File: src/rtl/acc_seq_pkg.sv
// Shared types for the accumulator sequencer: opcode and FSM state encodings
// plus small opcode-class helpers.
package acc_seq_pkg;

  localparam int RF_ADDR_W = 2;

  typedef enum logic [3:0] {
    OP_NOP = 4'h0,
    OP_LDI = 4'h1,
    OP_LD  = 4'h2,
    OP_ST  = 4'h3,
    OP_ADD = 4'h4,
    OP_SUB = 4'h5,
    OP_AND = 4'h6,
    OP_OR  = 4'h7,
    OP_XOR = 4'h8,
    OP_JMP = 4'h9,
    OP_JZ  = 4'hA,
    OP_HLT = 4'hF
  } opcode_t;

  typedef enum logic [2:0] {
    IDLE,
    FETCH,
    DECODE,
    IMM,
    RDREG,
    EXEC,
    WRITE,
    HALT
  } state_t;

  function automatic logic has_imm(input logic [3:0] op);
    return (op == OP_LDI) || (op == OP_JMP) || (op == OP_JZ);
  endfunction

  function automatic logic is_alu(input logic [3:0] op);
    return (op == OP_ADD) || (op == OP_SUB) || (op == OP_AND) ||
           (op == OP_OR)  || (op == OP_XOR);
  endfunction

  function automatic logic reads_reg(input logic [3:0] op);
    return (op == OP_LD) || is_alu(op);
  endfunction

endpackage

File: src/rtl/acc_alu.sv
// Combinational ALU for the accumulator sequencer. Anything that is not an
// arithmetic/logic opcode passes operand b through with C cleared.
module acc_alu
  import acc_seq_pkg::*;
#(
  parameter int DATA_W = 8
) (
  input  logic [3:0]        op,
  input  logic [DATA_W-1:0] a,
  input  logic [DATA_W-1:0] b,
  output logic [DATA_W-1:0] result,
  output logic              c,
  output logic              z
);

  logic [DATA_W:0] sum;
  logic [DATA_W:0] diff;

  assign sum  = {1'b0, a} + {1'b0, b};
  // the extra top bit of the difference is the borrow (a < b)
  assign diff = {1'b0, a} - {1'b0, b};

  always_comb begin
    result = b;
    c      = 1'b0;
    case (op)
      OP_ADD: begin
        result = sum[DATA_W-1:0];
        c      = sum[DATA_W];
      end
      OP_SUB: begin
        result = diff[DATA_W-1:0];
        c      = diff[DATA_W];
      end
      OP_AND:  result = a & b;
      OP_OR:   result = a | b;
      OP_XOR:  result = a ^ b;
      default: result = b;
    endcase
  end

  assign z = (result == '0);

endmodule

File: src/rtl/acc_sequencer.sv
// Multi-cycle accumulator sequencer: fetches from a combinational program ROM
// and is the only writer of the downstream register file.
//
//   state  | meaning
//   IDLE   | waiting for START
//   FETCH  | IR <= ROM[PC], PC++
//   DECODE | latch RF_ADDR, branch on opcode
//   IMM    | operand <= ROM[PC], PC++
//   RDREG  | operand <= RF_OUT
//   EXEC   | apply the op to ACC/flags/PC
//   WRITE  | RF_EN high, RF_IN = ACC
//   HALT   | parked until reset
module acc_sequencer
  import acc_seq_pkg::*;
#(
  parameter int PC_W   = 8,
  parameter int DATA_W = 8
) (
  input  logic                 CLK,
  input  logic                 RST,
  input  logic                 START,
  output logic [PC_W-1:0]      PROG_ADDR,
  input  logic [DATA_W-1:0]    PROG_DATA,
  output logic                 RF_EN,
  output logic [RF_ADDR_W-1:0] RF_ADDR,
  output logic [DATA_W-1:0]    RF_IN,
  input  logic [DATA_W-1:0]    RF_OUT,
  output logic [DATA_W-1:0]    ACC_OUT,
  output logic [1:0]           FLAGS,
  output logic                 BUSY,
  output logic                 HALTED
);

  state_t                 state;
  logic [PC_W-1:0]        pc;
  logic [DATA_W-1:0]      ir;
  logic [DATA_W-1:0]      opnd;
  logic [DATA_W-1:0]      acc;
  logic                   z;
  logic                   c;
  logic                   rf_en;
  logic [RF_ADDR_W-1:0]   rf_addr;
  logic [DATA_W-1:0]      rf_in;
  logic                   busy;
  logic                   halted;

  logic [3:0]             op;
  logic [DATA_W-1:0]      alu_result;
  logic                   alu_c;
  logic                   alu_z;
  logic                   unused_ir_bits;

  assign op = ir[7:4];
  // IR[3:2] carry no meaning in this instruction set
  assign unused_ir_bits = ^ir[3:2];

  acc_alu #(
    .DATA_W (DATA_W)
  ) u_alu (
    .op     (op),
    .a      (acc),
    .b      (opnd),
    .result (alu_result),
    .c      (alu_c),
    .z      (alu_z)
  );

  always_ff @(posedge CLK) begin
    if (RST) begin
      state   <= IDLE;
      pc      <= '0;
      ir      <= '0;
      opnd    <= '0;
      acc     <= '0;
      z       <= 1'b0;
      c       <= 1'b0;
      rf_en   <= 1'b0;
      rf_addr <= '0;
      rf_in   <= '0;
      busy    <= 1'b0;
      halted  <= 1'b0;
    end else begin
      rf_in <= acc;
      rf_en <= 1'b0;
      unique case (state)
        IDLE: begin
          if (START) begin
            state <= FETCH;
            busy  <= 1'b1;
          end
        end
        FETCH: begin
          ir    <= PROG_DATA;
          pc    <= pc + 1'b1;
          state <= DECODE;
        end
        DECODE: begin
          rf_addr <= ir[RF_ADDR_W-1:0];
          if (has_imm(op)) begin
            state <= IMM;
          end else if (reads_reg(op)) begin
            state <= RDREG;
          end else if (op == OP_ST) begin
            state <= WRITE;
            rf_en <= 1'b1;
          end else if (op == OP_HLT) begin
            state  <= HALT;
            busy   <= 1'b0;
            halted <= 1'b1;
          end else begin
            state <= FETCH;
          end
        end
        IMM: begin
          opnd  <= PROG_DATA;
          pc    <= pc + 1'b1;
          state <= EXEC;
        end
        RDREG: begin
          opnd  <= RF_OUT;
          state <= EXEC;
        end
        EXEC: begin
          state <= FETCH;
          if ((op == OP_LDI) || (op == OP_LD)) begin
            acc <= alu_result;
            z   <= alu_z;
          end else if (is_alu(op)) begin
            acc <= alu_result;
            z   <= alu_z;
            c   <= alu_c;
          end else if ((op == OP_JMP) || ((op == OP_JZ) && z)) begin
            pc <= PC_W'(opnd);
          end
        end
        WRITE: begin
          state <= FETCH;
        end
        HALT: begin
          state <= HALT;
        end
        default: begin
          state <= IDLE;
        end
      endcase
    end
  end

  assign PROG_ADDR = pc;
  assign RF_EN     = rf_en;
  assign RF_ADDR   = rf_addr;
  assign RF_IN     = rf_in;
  assign ACC_OUT   = acc;
  assign FLAGS     = {z, c};
  assign BUSY      = busy;
  assign HALTED    = halted;

endmodule

File: config.mk
export PLATFORM = sky130hd
export DESIGN_NAME = acc_sequencer
export DESIGN_NICKNAME = d
export VERILOG_FILES = /design/src/rtl/acc_seq_pkg.sv /design/src/rtl/acc_alu.sv /design/src/rtl/acc_sequencer.sv
export SDC_FILE = /design/constraint.sdc
export NUM_CORES = 1
export LEC_CHECK = 0
export BUFFER_PORTS_ARGS = -buffer_cell sky130_fd_sc_hd__buf_2
export CAP_MARGIN = 20
export CORE_UTILIZATION = 52
export DETAILED_ROUTE_END_ITERATION = 8
export GPL_TIMING_DRIVEN = 0
export PLACE_DENSITY = 0.77
export SYNTH_ARGS = -nofsm -noshare
export SYNTH_HDL_FRONTEND = slang
export SYNTH_SLANG_ARGS = --single-unit
File: constraint.sdc
create_clock -name CLK -period 2.9 [get_ports CLK]
set_clock_uncertainty 0.15 [all_clocks]
set_input_delay 0.87 -clock CLK [delete_from_list [all_inputs] [get_ports CLK]]
set_output_delay 0.87 -clock CLK [all_outputs]
set_load 0.01 [all_outputs]
==> impl_metrics.json <==
{
  "clk_pin_slew_ns": 0.10,
  "cts_root_buf": "clkbuf_8",
  "cp_slowest_cell": "or4b_4",
  "grt_overflow": 0,
  "via_per_inst": 6.08,
  "grt_pass1_wl_mm": 16.3,
  "critical_path_arrival_ns": 2.95,
  "clk_path_buf_depth": 2,
  "track_usage": 0.294,
  "grt_pass1_vias": 3232,
  "syn_to_final_growth_pct": 18.2,
  "ys_top_cells_by_area": "dfxtp_1 28%, ha_1 9.2%, nor2_1 7.2%",
  "crit_family": "simple AND/OR/NAND/NOR gates",
  "synth-edff-count": 0,
  "fillers": 575,
  "layout-drive-gt1-share": 0.221,
  "cts_sinks": 48,
  "startpoint_type": "register",
  "dp_hpwl_mm": 7.57,
  "hold_path_depth": 2,
  "cts_hold_buf": 0,
  "place_area_mm2": 0.00374,
  "worstSetupPathType": "register to register",
  "post-route-util": 0.636,
  "yosysTopAreaCell": "dfxtp_1",
  "yosys.area_share.simple": 0.230,
  "path_max_fanout": 9,
  "num_vias": 3489,
  "rows": 29,
  "tightest_slew_ns": 0.705,
  "slew_viol_final": 0,
  "antenna_found_initial": 0,
  "hp-class": "register to register",
  "netlist_area_mm2": 0.00340,
  "finalInstanceArea_mm2": 0.00401,
  "die_area_mm2": 0.00686,
  "cts_tree": "yes",
  "cp-end-kind": "register",
  "wirelength_mm": 10.2,
  "relSlewSlack": 0.529,
  "die_h_um": 82.8,
  "status": "finished clean",
  "synth_top_flop_cell": "dfxtp_1",
  "drtAntennaViolNets": 0,
  "crit_cells": 10,
  "synth_top_family_by_area": "compound AO/OA/AOI/OAI gates",
  "netlist_instances": 435,
  "drt-initial-drc-count": 244,
  "rr_worst_depth": 10,
  "ys_seq_area_frac": 0.283,
  "gp_congestion": 0.933,
  "leakage_nw": 1.71,
  "async_reset_ff_frac": 0,
  "ys_warn_count": 0,
  "synth.net_count": 481,
  "dpl.cell_count": 561,
  "maxCapViolations": 0,
  "ys_seq_elements": 48,
  "place.port_buffers": 49,
  "antennaDiodeCount": 0,
  "ir_worst_vdd_uv": 321,
  "fin_crit_ns": 2.87,
  "tns_ns": 0,
  "hold_viol_final": 0,
  "clock_latency_ns": 0.30,
  "cpPeakStageDelay_ns": 0.54,
  "muxShareOfSynthArea": 0.0475,
  "fmax_mhz": 348,
  "crit_chain": "inv_2, ha_4, buf_6, or3_4, and3_4, a221o_1, o21ai_2, a21oi_2, or4b_4, o31ai_2",
  "fin_total_pwr_w": 0.00193,
  "boundaryPins": 50,
  "synth_area_per_cell_um2": 7.81,
  "start_util": 0.538,
  "synth.most_common_cell": "nor2_1",
  "cts_buffers": 5,
  "die_w_um": 82.8,
  "layout.cells.non_filler": 574,
  "p_per_area_mw_per_mm2": 480,
  "synthXorXnorAreaFrac": 0.0129,
  "worstPathRequired_ns": 2.98,
  "firstDrtPassIters": 5,
  "period_share": 0.990,
  "drc": 0,
  "core_area_mm2": 0.00631,
  "synth_cell_type_count": 69,
  "synthAdderAreaFrac": 0.104,
  "synth-compound-area-share": 0.245,
  "setup_viol": 0,
  "htreeDepth": 2,
  "synth_top_area_share": 0.283,
  "post_drt_wl_per_cell_um": 17.8,
  "critPathBufInv": 2,
  "nets": 542,
  "grt_max_degree": 16,
  "synth_common_cells": "65 x nor2_1, 48 x dfxtp_1, 33 x a21oi_1, 27 x nand2_1, 25 x ha_1"
}
[layout by cell type, fill, tap and decap left out, drive strengths merged, types with 4 or more instances in the layout]
master	count
dfxtp	48
nor3	12
mux2i	15
a21o	4
nand2	27
nor2	65
nor3b	4
buf	70
a211oi	7
and3	9
nand2b	8
o21ai	22
nor2b	9
inv	24
a31oi	8
o211ai	5
nand3	6
clkbuf	23
a22oi	9
o22ai	5
ha	25
a21oi	33
[timing repair]
action / CTS / global route
endpoints found under the setup margin: 1 / 3
setup buffers: 2 / 5
gates resized for setup: 20 / 10
pin swaps: 3 / 5
[per-layer routing]
layer | up-vias | global-route usage | share of wire
li1 | 1654 | - | -
met1 | 1665 | 0.399 | 0.45
met2 | 152 | 0.478 | 0.46
met3 | 18 | 0.0388 | 0.068
met4 | 0 | 0.102 | 0.023
met5 | - | 0 | 0
[registers in the layout (all words and copies together) (netlist names), 2 cells and up]
| register | cells |
|---|---|
| ACC_OUT | 8 |
| PROG_ADDR | 8 |
| opnd | 8 |
| RF_IN | 8 |
| state | 3 |
| RF_ADDR | 2 |
| ir | 6 |
[per-stage QoR]
step                      setup WS, ns  hold slack [ns]
after global placement          -0.213            0.296
after global routing          -0.00621            0.366
after detailed placement        -0.263            0.307
after floorplan                  0.129            0.310
after CTS                      0.00697            0.329
final                           0.0276            0.322
[path summary, 6_finish.rpt]
check             slack, ns     end     from
hold reg to reg        0.32  HALTED   HALTED
hold / removal         0.32  HALTED   HALTED
setup reg to reg       0.03       z  opnd[2]
setup / recovery       0.03       z  opnd[2]
[power breakdown]
| group | switching (W) | total (W) | internal [W] |
|---|---|---|---|
| Clock | 0.000240 | 0.000523 | 0.000282 |
| Sequential | 0.0000382 | 0.000731 | 0.000692 |
| Combinational | 0.000399 | 0.000673 | 0.000273 |
[tightest hold or removal path: stages (launching register included)]
cell	delay (ns)
dfxtp_1	0.33
nor2_1	0.04
nor2_1	0.07
[layout make-up]
cell class | instances | area (um2) | share of cell area
Buffer | 31 | 165 | 0.0412
Sequential cell | 48 | 982 | 0.245
Clock inverter | 2 | 38.8 | 0.00967
Multi-Input combinational cell | 329 | 2250 | 0.562
Clock buffer | 6 | 82.6 | 0.0206
Inverter | 25 | 96.3 | 0.0240
Tap cell | 77 | 96.3 | 0.0240
Timing Repair Buffer | 56 | 298 | 0.0742
[logic make-up after synthesis]
| group | count (synthesis) |
|---|---|
| AOI/OAI and AO/OA | 125 |
| muxes | 16 |
| adders and majority gates | 27 |
| DFF | 48 |
| and+or+nand+nor | 156 |
| buffers and inverters | 58 |
| xor gates and xnor gates | 5 |
Power figures use the tool's default switching activity.
